`config.mk`:
```
export PLATFORM = sky130hd
export DESIGN_NAME = if_stage
export DESIGN_NICKNAME = d
export VERILOG_FILES = /design/src/rtl/if_stage_pkg.sv /design/src/rtl/if_skid_buffer.sv /design/src/rtl/if_stage.sv
export SDC_FILE = /design/constraint.sdc
export NUM_CORES = 1
export LEC_CHECK = 0
export BUFFER_PORTS_ARGS = -buffer_cell sky130_fd_sc_hd__clkbuf_2
export CAP_MARGIN = 20
export CORE_MARGIN = 2
export CORE_UTILIZATION = 45
export CTS_BUF_LIST = sky130_fd_sc_hd__clkbuf_16
export CTS_CLUSTER_SIZE = 10
export DETAILED_ROUTE_END_ITERATION = 10
export PLACE_DENSITY_LB_ADDON = 0.08
export SLEW_MARGIN = 20
export SYNTH_ARGS = -nofsm -noshare
export SYNTH_HDL_FRONTEND = slang
export SYNTH_HIERARCHICAL = 1
export SYNTH_SLANG_ARGS = --single-unit
export TNS_END_PERCENT = 5
```
`constraint.sdc`:
```
create_clock -name clk -period 4.65 [get_ports clk]
set_input_delay 0.93 -clock clk [delete_from_list [all_inputs] [get_ports clk]]
set_output_delay 0.93 -clock clk [all_outputs]
set_load 0.02 [all_outputs]
```
`src/rtl/if_stage_pkg.sv`:
```
// Shared definitions for the instruction-fetch stage: FSM encodings and the
// instruction word used to fill a flushed IF/ID register.
package if_stage_pkg;

  typedef enum logic [1:0] {
    FETCH   = 2'd0,
    HOLD    = 2'd1,
    DISCARD = 2'd2
  } if_state_e;

  localparam logic [31:0] NOP_INSTRUCTION = 32'h0;

endpackage

```
`src/rtl/if_skid_buffer.sv`:
```
// One-entry holding register for a fetched {instruction, pc+4} pair, used when
// a fetch completes while the downstream stage is frozen.
module if_skid_buffer #(
  parameter int DATA_WIDTH = 32
) (
  input  logic                  clk,
  input  logic                  reset,
  input  logic                  load_i,
  input  logic                  clear_i,
  input  logic [DATA_WIDTH-1:0] instr_i,
  input  logic [DATA_WIDTH-1:0] pc_i,
  output logic                  valid_o,
  output logic [DATA_WIDTH-1:0] instr_o,
  output logic [DATA_WIDTH-1:0] pc_o
);

  logic                  valid_q;
  logic [DATA_WIDTH-1:0] instr_q;
  logic [DATA_WIDTH-1:0] pc_q;

  // Clear only drops the valid flag; the payload is don't-care while empty.
  always_ff @(posedge clk) begin
    if (reset) begin
      valid_q <= 1'b0;
      instr_q <= '0;
      pc_q    <= '0;
    end else if (clear_i) begin
      valid_q <= 1'b0;
    end else if (load_i) begin
      valid_q <= 1'b1;
      instr_q <= instr_i;
      pc_q    <= pc_i;
    end
  end

  assign valid_o = valid_q;
  assign instr_o = instr_q;
  assign pc_o    = pc_q;

endmodule

```
`src/rtl/if_stage.sv`:
```
// Instruction-fetch stage: owns the PC, issues single-outstanding fetches over
// a req/ready handshake and drives the IF/ID register seen by decode.
module if_stage
  import if_stage_pkg::*;
#(
  parameter int                    DATA_WIDTH = 32,
  parameter logic [DATA_WIDTH-1:0] RESET_PC   = '0,
  parameter int                    PC_STEP    = 4
) (
  input  logic                  clk,
  input  logic                  reset,
  input  logic                  i_Sig_Hazard,
  input  logic                  i_Sig_Branch_Taken,
  input  logic [DATA_WIDTH-1:0] i_Branch_Address,
  output logic                  o_Imem_Req,
  output logic [DATA_WIDTH-1:0] o_Imem_Addr,
  input  logic                  i_Imem_Ready,
  input  logic [DATA_WIDTH-1:0] i_Imem_Data,
  output logic [DATA_WIDTH-1:0] o_Pc,
  output logic [DATA_WIDTH-1:0] o_Instruction,
  output logic                  o_Valid
);

  localparam logic [DATA_WIDTH-1:0] STEP       = DATA_WIDTH'(PC_STEP);
  localparam logic [DATA_WIDTH-1:0] NOP        = DATA_WIDTH'(NOP_INSTRUCTION);
  localparam logic [DATA_WIDTH-1:0] ALIGN_MASK = ~DATA_WIDTH'(3);

  if_state_e             state_q;
  logic [DATA_WIDTH-1:0] pc_q;
  logic [DATA_WIDTH-1:0] req_addr_q;
  logic                  req_q;
  logic [DATA_WIDTH-1:0] ifid_pc_q;
  logic [DATA_WIDTH-1:0] ifid_instr_q;
  logic                  ifid_valid_q;

  logic [DATA_WIDTH-1:0] branch_target;
  logic [DATA_WIDTH-1:0] seq_addr;
  logic                  skid_load;
  logic                  skid_clear;
  logic                  skid_valid;
  logic [DATA_WIDTH-1:0] skid_instr;
  logic [DATA_WIDTH-1:0] skid_pc;

  assign branch_target = i_Branch_Address & ALIGN_MASK;
  assign seq_addr      = req_addr_q + STEP;

  // Skid slot fills only when a fetch lands while decode is frozen and no
  // branch is killing it; it empties on release or on a redirect out of HOLD.
  assign skid_load  = (state_q == FETCH) && i_Imem_Ready && !i_Sig_Branch_Taken && i_Sig_Hazard;
  assign skid_clear = (state_q == HOLD) && (i_Sig_Branch_Taken || !i_Sig_Hazard);

  if_skid_buffer #(
    .DATA_WIDTH(DATA_WIDTH)
  ) u_skid (
    .clk     (clk),
    .reset   (reset),
    .load_i  (skid_load),
    .clear_i (skid_clear),
    .instr_i (i_Imem_Data),
    .pc_i    (seq_addr),
    .valid_o (skid_valid),
    .instr_o (skid_instr),
    .pc_o    (skid_pc)
  );

  always_ff @(posedge clk) begin
    if (reset) begin
      state_q      <= FETCH;
      pc_q         <= RESET_PC;
      req_addr_q   <= RESET_PC;
      req_q        <= 1'b1;
      ifid_pc_q    <= '0;
      ifid_instr_q <= NOP;
      ifid_valid_q <= 1'b0;
    end else begin
      case (state_q)
        FETCH: begin
          if (i_Imem_Ready) begin
            if (i_Sig_Branch_Taken) begin
              pc_q         <= branch_target;
              req_addr_q   <= branch_target;
              ifid_instr_q <= NOP;
              ifid_valid_q <= 1'b0;
            end else if (i_Sig_Hazard) begin
              pc_q       <= seq_addr;
              req_addr_q <= seq_addr;
              req_q      <= 1'b0;
              state_q    <= HOLD;
            end else begin
              pc_q         <= seq_addr;
              req_addr_q   <= seq_addr;
              ifid_pc_q    <= seq_addr;
              ifid_instr_q <= i_Imem_Data;
              ifid_valid_q <= 1'b1;
            end
          end else if (i_Sig_Branch_Taken) begin
            // The pending request must still complete; its data is dropped in DISCARD.
            pc_q         <= branch_target;
            ifid_instr_q <= NOP;
            ifid_valid_q <= 1'b0;
            state_q      <= DISCARD;
          end else if (!i_Sig_Hazard) begin
            ifid_valid_q <= 1'b0;
          end
        end

        HOLD: begin
          if (i_Sig_Branch_Taken) begin
            pc_q         <= branch_target;
            req_addr_q   <= branch_target;
            req_q        <= 1'b1;
            ifid_instr_q <= NOP;
            ifid_valid_q <= 1'b0;
            state_q      <= FETCH;
          end else if (!i_Sig_Hazard) begin
            req_addr_q   <= pc_q;
            req_q        <= 1'b1;
            ifid_pc_q    <= skid_pc;
            ifid_instr_q <= skid_instr;
            ifid_valid_q <= skid_valid;
            state_q      <= FETCH;
          end
        end

        DISCARD: begin
          if (i_Sig_Branch_Taken) begin
            pc_q <= branch_target;
          end
          if (i_Imem_Ready) begin
            req_addr_q <= i_Sig_Branch_Taken ? branch_target : pc_q;
            state_q    <= FETCH;
          end
        end

        default: begin
          state_q <= FETCH;
          req_q   <= 1'b1;
        end
      endcase
    end
  end

  assign o_Imem_Req    = req_q && !reset;
  assign o_Imem_Addr   = req_addr_q;
  assign o_Pc          = ifid_pc_q;
  assign o_Instruction = ifid_instr_q;
  assign o_Valid       = ifid_valid_q;

  // Protocol invariants: address held stable until Ready, always word aligned.
  a_addr_stable: assert property (@(posedge clk) disable iff (reset)
    (o_Imem_Req && !i_Imem_Ready) |=> (o_Imem_Addr == $past(o_Imem_Addr)));

  a_addr_aligned: assert property (@(posedge clk) disable iff (reset)
    o_Imem_Req |-> (o_Imem_Addr[1:0] == 2'b00));

endmodule

```
# Word level (Yosys, flattened, before mapping)
# Index checks and enable logic that the tools add are counted.
# word_totals
regBits	197
latch_bits	0
mem_bits_rw	0
mem_bits_ro	0
wordCells	92
mem_count	0
# classes
add_sub_neg	1
multipliers	0
div_mod_pow	0
magnitude_cmp	0
eq_ne	14
shift	0
n_mux	43
bitwise_logic	2
n_reduce_logical	22
# op_table
cell	n
32-bit two-way mux	18
32-bit case mux with 2 select lines	3
32-bit case mux with 3 select lines	1
32-bit by 3-bit adder with 32-bit output (second input constant)	1
3-bit != test (second input constant)	5
2-bit two-way mux	7
2-bit != test (second input constant)	7
1-bit two-way mux	11
5-bit AND reduction	2
4-bit AND reduction	2
2-bit case mux with 3 select lines	1
6-bit AND reduction	1
1-bit logical AND	5
2-bit nonzero test	2
2-bit OR reduction	2
1-bit zero test	3
1-bit case mux with 3 select lines	1
3-bit AND reduction	1
3-bit nonzero test	1
2-bit by 1-bit == test with 1-bit output (second input constant)	1
2-bit == test (second input constant)	1
2-bit zero test	1
1-bit NOT	2
1-bit case mux with 2 select lines	1
other kinds (2)	2

# Logic depth before layout (Yosys ltp)
# Gate-level depths: netlist (run 1).
# logic_depth
ltp_word	5
ltp_mapped	10
mapped_depth_nobuf	8

# By module
# Netlist (run 1), hierarchy kept.
# by_module_without_submodules
mod	instances	cells_each	area_per_inst_um2	seq_area_each_um2
if_stage	1	919	7216.9	2642.5
if_skid_buffer	1	295	3194.3	1301.2

# Worst setup path after synthesis (run 1)
# No wires, ideal clock.
# synth_path
path_kind	input to register
from	in i_Sig_Branch_Taken
to	reg u_skid.pc_q[16] (netlist: u_skid/pc_o[16])
setup_ns	0.116
arrival_ns	2.307
slack_ns	2.227
stages	9
path_buffers	4
path_cell_list	inv_1 > clkbuf_1 > clkbuf_1 > nand2_1 > and2_1 > nor2b_2 > buf_6 > buf_6 > o21ai_2
# synth_via
elab_chain_cells	4
# synth_lines
item	line_no	rtl
start, declared	if_stage.sv:13	input logic i_Sig_Branch_Taken,
1-bit logical OR	if_stage.sv:50	assign skid_clear = (state_q == HOLD) && (i_Sig_Branch_Taken || !i_Sig_Hazard);
1-bit logical AND	if_stage.sv:50	
net skid_clear	if_stage.sv:39	logic skid_clear;
1-bit NOT (no line)	--	
2-bit AND reduction (no line)	--	
end signal, assigned	if_skid_buffer.sv:32	pc_q <= pc_i;
end, declared	if_skid_buffer.sv:19	logic [DATA_WIDTH-1:0] pc_q;
# The timed path passes the listed nets, and every way through them passes these cells.
# A chain may end at the register's enable or synchronous reset.

# Worst setup path after layout (run 1)
# layout_path
from	reg req_addr_q[2] (netlist: o_Imem_Addr[2])
to	reg u_skid.pc_q[24] (netlist: u_skid/pc_o[24])
# layout_via
elab_chain_cells	1
# layout_lines
item	line_no	rtl
start, declared	if_stage.sv:30	logic [DATA_WIDTH-1:0] req_addr_q;
start signal, assigned	if_stage.sv:81	req_addr_q <= branch_target;
start signal, assigned	if_stage.sv:86	req_addr_q <= seq_addr;
start signal, assigned	if_stage.sv:91	req_addr_q <= seq_addr;
32-bit by 3-bit adder with 32-bit output	if_stage.sv:45	assign seq_addr = req_addr_q + STEP;
net seq_addr[24]	if_stage.sv:37	logic [DATA_WIDTH-1:0] seq_addr;
# The timed path passes the listed nets, and every way through them passes these cells.

==> results of run 1 <==
-- area by class of cell --
type / count / area, µm² / share of cell area, %
clock buffers: 17 / 425.4 / 3.582
clock inverters: 15 / 167.7 / 1.412
inverters: 33 / 123.9 / 1.043
multi-input cells: 870 / 5838 / 49.15
flip-flops and latches: 197 / 3944 / 33.20
well taps: 285 / 356.6 / 3.002
repair buffers: 190 / 1022 / 8.606
-- per-stage QoR --
step / power (mW) / worst slack, ps
after floorplan: 2.712 / 2227
after CTS: 4.590 / 1824
after detailed placement: 3.073 / 1377
final: 4.558 / 1743
after global placement: 3.063 / 1428
after global routing: 4.775 / 1618
-- metal layers --
layer	global-route usage (%)	part of all wire [%]	vias to the layer above
met5	0	0	-
met3	4.278	5.7	27
met1	37.33	47	4589
li1	-	-	4698
met4	6.335	1.6	0
met2	40.58	46	320
-- synth_stat cells, types with 10 or more instances --
cell,n,area (µm²)
buf_2,23,115.1
nand4bb_1,64,720.7
o21ai_0,65,325.3
nor2_1,82,307.8
dfxtp_1,197,3944
o21ai_1,11,55.05
nand3_1,26,130.1
o211ai_1,16,120.1
clkbuf_1,65,244.0
nand2_1,72,270.3
a211oi_1,51,382.9
a21oi_1,71,355.3
a221oi_1,12,105.1
nor3_1,22,110.1
inv_1,30,112.6
a31oi_1,19,118.9
nand2b_1,76,475.5
nand4_1,10,62.56
o21ai_2,55,481.7
a22oi_1,45,337.8
buf_1,10,37.54
nor4_1,10,62.56
-- tightest hold or removal path, cell delays in order (launching register included) --
cell and delay [ps]:
dfxtp_1 310, nand2_1 50, a21oi_1 50
-- worst max-delay path by stage --
stage	start	cells after the start	slack, ps	to
after floorplan	i_Sig_Branch_Taken	9	2230	u_skid/pc_o[16]
after global placement	i_Sig_Branch_Taken	8	1430	u_skid/instr_o[28]
after detailed placement	i_Sig_Branch_Taken	8	1380	u_skid/instr_o[29]
after CTS	i_Sig_Branch_Taken	8	1820	u_skid/instr_o[29]
after global routing	i_Sig_Branch_Taken	6	1620	pc_q[28]
final	o_Imem_Addr[2]	7	1740	u_skid/pc_o[24]
-- kinds of logic after synthesis --
kind of cell               count (synthesis)  share of synthesized area [%]
and+or+nand+nor                          428                          25.62
adders and majority gates                  5                         0.6009
muxes                                      7                         0.6730
DFF                                      197                          37.88
AOI/OAI and AO/OA                        414                          27.50
buffers and inverters                    147                          6.381
xor gates and xnor gates                  16                          1.346
-- registers in the layout, indices dropped and copies added (netlist names) --
register and cells:
u_skid/instr_o 32, o_Pc 32, state_q 2, o_Imem_Addr 32, o_Valid 1, req_q 1
u_skid/valid_o 1, o_Instruction 32, pc_q 32, u_skid/pc_o 32
-- where the power goes --
part	switching, mW	internal (mW)
sequential	0.131	1.83
combinational	0.706	0.376
clock	0.708	0.809
total	1.54	3.01
==> run_results.csv, run 1 <==
group,metric,value,unit
final_layout,design_area,11880,µm²
routing,post_drt_wl_per_cell,19.89,µm
critical_path,slowest_stage,"nor4_1",
power,peakVddDrop,0.0001964,V
logic_synthesis,yosysSeqAreaShare,37.88,%
critical_path,path_buf_inv,0,
floorplan,pin_count,167,
floorplan,start_util,45.85,%
clock_network,cts_sinks,197,
floorplan,die_area,24370,µm²
critical_path,arrival,3270,ps
timing,fmax,0.3441,GHz
grt,track_usage,25.94,%
timing,tns,0,ps
critical_path,critPathTopFamily,"simple AND/OR/NAND/NOR gates",
timing,hold_viol_final,0,
flow_run,max_cap_violations,0,
routing,antenna_left,0,
clock_network,cts_buffers,17,
timing,slew_headroom,34.55,%
run_status,outcome,"completed",
logic_synthesis,synth.distinct_cells,74,
timing,worst_slew_pin_slew,978.2,ps
logic_synthesis,async_reset_ff_share,0,%
logic_synthesis,synth-seq-cells,197,
worst_hold_path,min_to,"o_Pc[13]",
final_layout,utilization,52.30,%
grt,grt_pass1_vias,8780,
final_layout,fill_cells,2215,
critical_path,crit_chain,"ha_1 > and4_1 > nand3_2 > nor4_1 > or2_2 > nand4bb_1 > o21ai_2",
critical_path,r2r_cells,7,
routing,post-route-drc-count,0,
timing,finalSetupViolations,0,
timing,period_minus_slack,2907,ps
final_layout,layout_commonest_cell,"dfxtp_1",
grt,grt_max_degree,83,
floorplan,core,22710,µm²
placement,place_inst,1575,
clock_network,cts_tree,"done",
critical_path,regToRegSetupSlack,1740,ps
placement,placed_area,11280,µm²
clock_network,h-tree-depth,4,
final_layout,final_cells,1607,
critical_path,rr_endpoint,"u_skid/pc_o[24]",
routing,first_pass_iters,5,
final_layout,final_cell_mix,"dfxtp_1 (197), clkbuf_2 (163), nor2_1 (82), nand2b_1 (76), nand2_1 (72)",
grt,antenna_found_initial,0,
critical_path,slowest_delay,630,ps
clock_network,cts_root_buf,"clkbuf_16",
clock_network,cts_resized,0,
clock_network,insertion_delay,430,ps
clock_network,clk_pin_slew,80,ps
worst_hold_path,whs_path_depth,2,
grt,gr-total-overflow,0,
logic_synthesis,syn_inst,1214,
critical_path,cp_max_fo,10,
floorplan,die_height,156.1,µm
power,powerDensity,383.8,nW/µm²
final_layout,final_layout_size_suffix_gt1_share,23.68,%
critical_path,end_kind,"flip-flop",
placement,gp_congestion,0.9370,
logic_synthesis,synth.avg_cell_area,8.576,µm²
critical_path,critPathRequiredTime,5010,ps
routing,vias,9634,
grt,grt_pass1_wl,50170,µm
final_layout,syn2layout_area_growth,14.08,%
logic_synthesis,synth_edf_count,0,
placement,numPortBuffers,164,
final_layout,diodes,0,
floorplan,fp-row-count,55,
worst_hold_path,hp-start,"o_Pc[13]",
critical_path,worstSetupStartpointType,"flip-flop",
clock_network,postCtsSetupBuffers,0,
clock_network,cts_buffer_depth,2,
timing,rsz0062_at_grt,"no",
timing,drv_slew,0,
timing,fin_hold_ws,455.8,ps
power,p_leak,4.443,nW
routing,post_drt_via_cell_ratio,5.995,
worst_hold_path,min-delay-path-class,"flip-flop to flip-flop",
logic_synthesis,yosys_warnings,6,
final_layout,fin_nets,1383,
routing,routed_wl,31960,µm
logic_synthesis,syn-cell-area,10410,µm²
logic_synthesis,synth-main-ff-cell,"dfxtp_1",
routing,initialDrtViolationCount,894,
critical_path,crit_type,"flip-flop to flip-flop",
critical_path,reg2reg_from,"o_Imem_Addr[2]",
placement,hpwl,20810,µm
timing,post-route-period-util,62.51,%
clock_network,cts_hold_buf,0,
logic_synthesis,syn_nets,1288,
timing,fin_worst_skew,12.00,ps
floorplan,die_w,156.1,µm
(Power assumes the default switching activity.)
==> inputs of run 2 (changes only) <==
==> constraint.sdc (replaced) <==
create_clock -name clk -period 2.4 [get_ports clk]
set_input_delay 0.48 -clock clk [delete_from_list [all_inputs] [get_ports clk]]
set_output_delay 0.48 -clock clk [all_outputs]
set_load 0.02 [all_outputs]
==> run_results.csv, run 2 (synthesis results as in run 1) <==
group,metric,value,unit
grt,grt_max_degree,66,
timing,rsz0062_at_grt,"no",
critical_path,arrival,2550,ps
power,clockPowerShare,31.9,%
flow_run,max_cap_violations,0,
final_layout,diodes,0,
final_layout,final_layout_size_suffix_gt1_share,26.88,%
clock_network,cts_tree,"done",
routing,first_pass_iters,5,
final_layout,layout_commonest_cell,"dfxtp_1",
clock_network,cts_buffer_depth,2,
grt,antenna_found_initial,0,
timing,slew_headroom,54.73,%
timing,worst_slew_pin_slew,676.6,ps
routing,vias,9891,
worst_hold_path,hp-start,"i_Branch_Address[12]",
grt,gr-total-overflow,0,
placement,hpwl,22280,µm
final_layout,utilization,54.82,%
critical_path,regToRegSetupSlack,160,ps
routing,antenna_left,0,
critical_path,end_kind,"flip-flop",
power,p_int,5.880,mW
power,seq_power_share,41.9,%
critical_path,critPathRequiredTime,2710,ps
critical_path,cp_max_fo,6,
clock_network,cts_buffers,17,
clock_network,h-tree-depth,4,
floorplan,core,22710,µm²
power,peakVddDrop,0.0005574,V
timing,post-route-period-util,93.33,%
routing,routed_wl,33240,µm
power,power.share.switching,34.21,%
critical_path,crit_top_cell,"nand2_1",
power,p_leak,4.807,nW
power,combPwrFrac,26.2,%
worst_hold_path,whs_path_depth,3,
clock_network,clk_pin_slew,80,ps
placement,numPortBuffers,164,
power,powerDensity,718.0,nW/µm²
clock_network,cts_sinks,197,
final_layout,syn2layout_area_growth,19.58,%
grt,track_usage,27.10,%
final_layout,design_area,12450,µm²
placement,gp_congestion,0.9048,
worst_hold_path,min_to,"o_Imem_Addr[12]",
power,p_sw,3.058,mW
critical_path,r2r_cells,9,
timing,tns,0,ps
critical_path,crit_type,"flip-flop to flip-flop",
routing,post_drt_wl_per_cell,19.96,µm
critical_path,rr_endpoint,"u_skid/pc_o[22]",
clock_network,insertion_delay,430,ps
final_layout,final_cell_mix,"dfxtp_1 (197), clkbuf_2 (163), nor2_1 (81), nand2b_1 (76), buf_4 (73)",
floorplan,start_util,45.85,%
grt,grt_pass1_vias,9334,
critical_path,crit_chain,"ha_1 > nand4_1 > nor3_1 > buf_4 > nand2_1 > o21ai_0 > nand2_1 > nand4bb_1 > o21ai_2",
routing,post-route-drc-count,0,
floorplan,die_height,156.1,µm
timing,finalSetupViolations,0,
run_status,outcome,"completed",
critical_path,slowest_stage,"dfxtp_1",
clock_network,postCtsSetupBuffers,0,
floorplan,die_area,24370,µm²
critical_path,slowest_delay,410,ps
floorplan,pin_count,167,
routing,post_drt_via_cell_ratio,5.941,
critical_path,critPathTopFamily,"simple AND/OR/NAND/NOR gates",
worst_hold_path,min-delay-path-class,"input pin to flip-flop",
timing,fmax,0.4465,GHz
timing,drv_slew,0,
clock_network,cts_root_buf,"clkbuf_16",
timing,period_minus_slack,2240,ps
floorplan,fp-row-count,55,
floorplan,die_w,156.1,µm
timing,fin_worst_skew,14.14,ps
final_layout,fin_nets,1441,
critical_path,path_buf_inv,1,
timing,hold_viol_final,0,
critical_path,worstSetupStartpointType,"flip-flop",
grt,grt_pass1_wl,52220,µm
routing,initialDrtViolationCount,827,
critical_path,reg2reg_from,"o_Imem_Addr[3]",
placement,placed_area,11860,µm²
## run 2: cell count changes in the layout (fill, tap and decap cells not counted), moves of 2 or more
| cell | delta |
|---|---|
| clkinv_8 | +2 |
| buf_12 | +11 |
| inv_6 | -2 |
| buf_4 | +47 |
| clkinv_4 | +4 |
| clkinvlp_4 | -4 |
## run 2: per-layer routing
metal  wire [µm]  up-vias  share of wire, %  track usage [%]
met3        1736       53               5.2            3.667
met2       15280      302                46            43.38
met4         920        0               2.8            9.611
met1       15300     4733                46            37.50
li1            -     4803                 -                -
met5           0        -                 0                0
## run 2: area by class of cell
class	instances	area, µm²
Fill cell	2181	10260
Multi-Input combinational cell	870	5851
Sequential cell	197	3944
Timing Repair Buffer	248	1595
Clock buffer	17	425.4
Tap cell	285	356.6
Clock inverter	15	153.9
Inverter	33	123.9
## run 2: tightest hold or removal path, stage by stage
cell and delay [ps]:
clkbuf_2 90, nand2_1 50, a31oi_1 60
## run 2: worst max path at each step
stage                              start         endpoint  slack [ps]  cells past startpoint
final                     o_Imem_Addr[3]  u_skid/pc_o[22]         160                      9
after global placement        state_q[0]         o_Pc[17]         170                      8
after CTS                     state_q[0]         o_Pc[17]         160                      8
after global routing      o_Imem_Addr[3]  u_skid/pc_o[22]           7                      9
after floorplan           o_Imem_Addr[2]  u_skid/pc_o[24]         160                      8
after detailed placement      state_q[0]         o_Pc[17]         160                      8
## run 2: per-stage QoR
stage / instances / hold slack, ps / setup slack (ps) / power [mW]
2_1_floorplan: 1214 / 437.5 / 161.3 / 5.255
3_5_place_dp: 1633 / 449.2 / 158.7 / 6.147
3_3_place_gp: 1633 / 441.0 / 175.0 / 6.123
6_report: 1665 / 292.8 / 160.2 / 8.939
4_1_cts: 1665 / 282.1 / 161.1 / 8.996
5_1_grt: 1665 / 303.4 / 7.307 / 9.369
## run 2: power by group through the flow
stage	logic [mW]	registers, mW	clock network, mW
after floorplan	1.24	4.01	0
after global placement	2.31	3.81	0
after detailed placement	2.33	3.82	0
after CTS	2.34	3.74	2.92
after global routing	2.56	3.78	3.03
final	2.34	3.75	2.85
## run 2: timing repair
item | in CTS | in global routing
endpoints found under the setup margin | 0 | 6
hold buffers | 0 | 0
resized for setup | 0 | 3
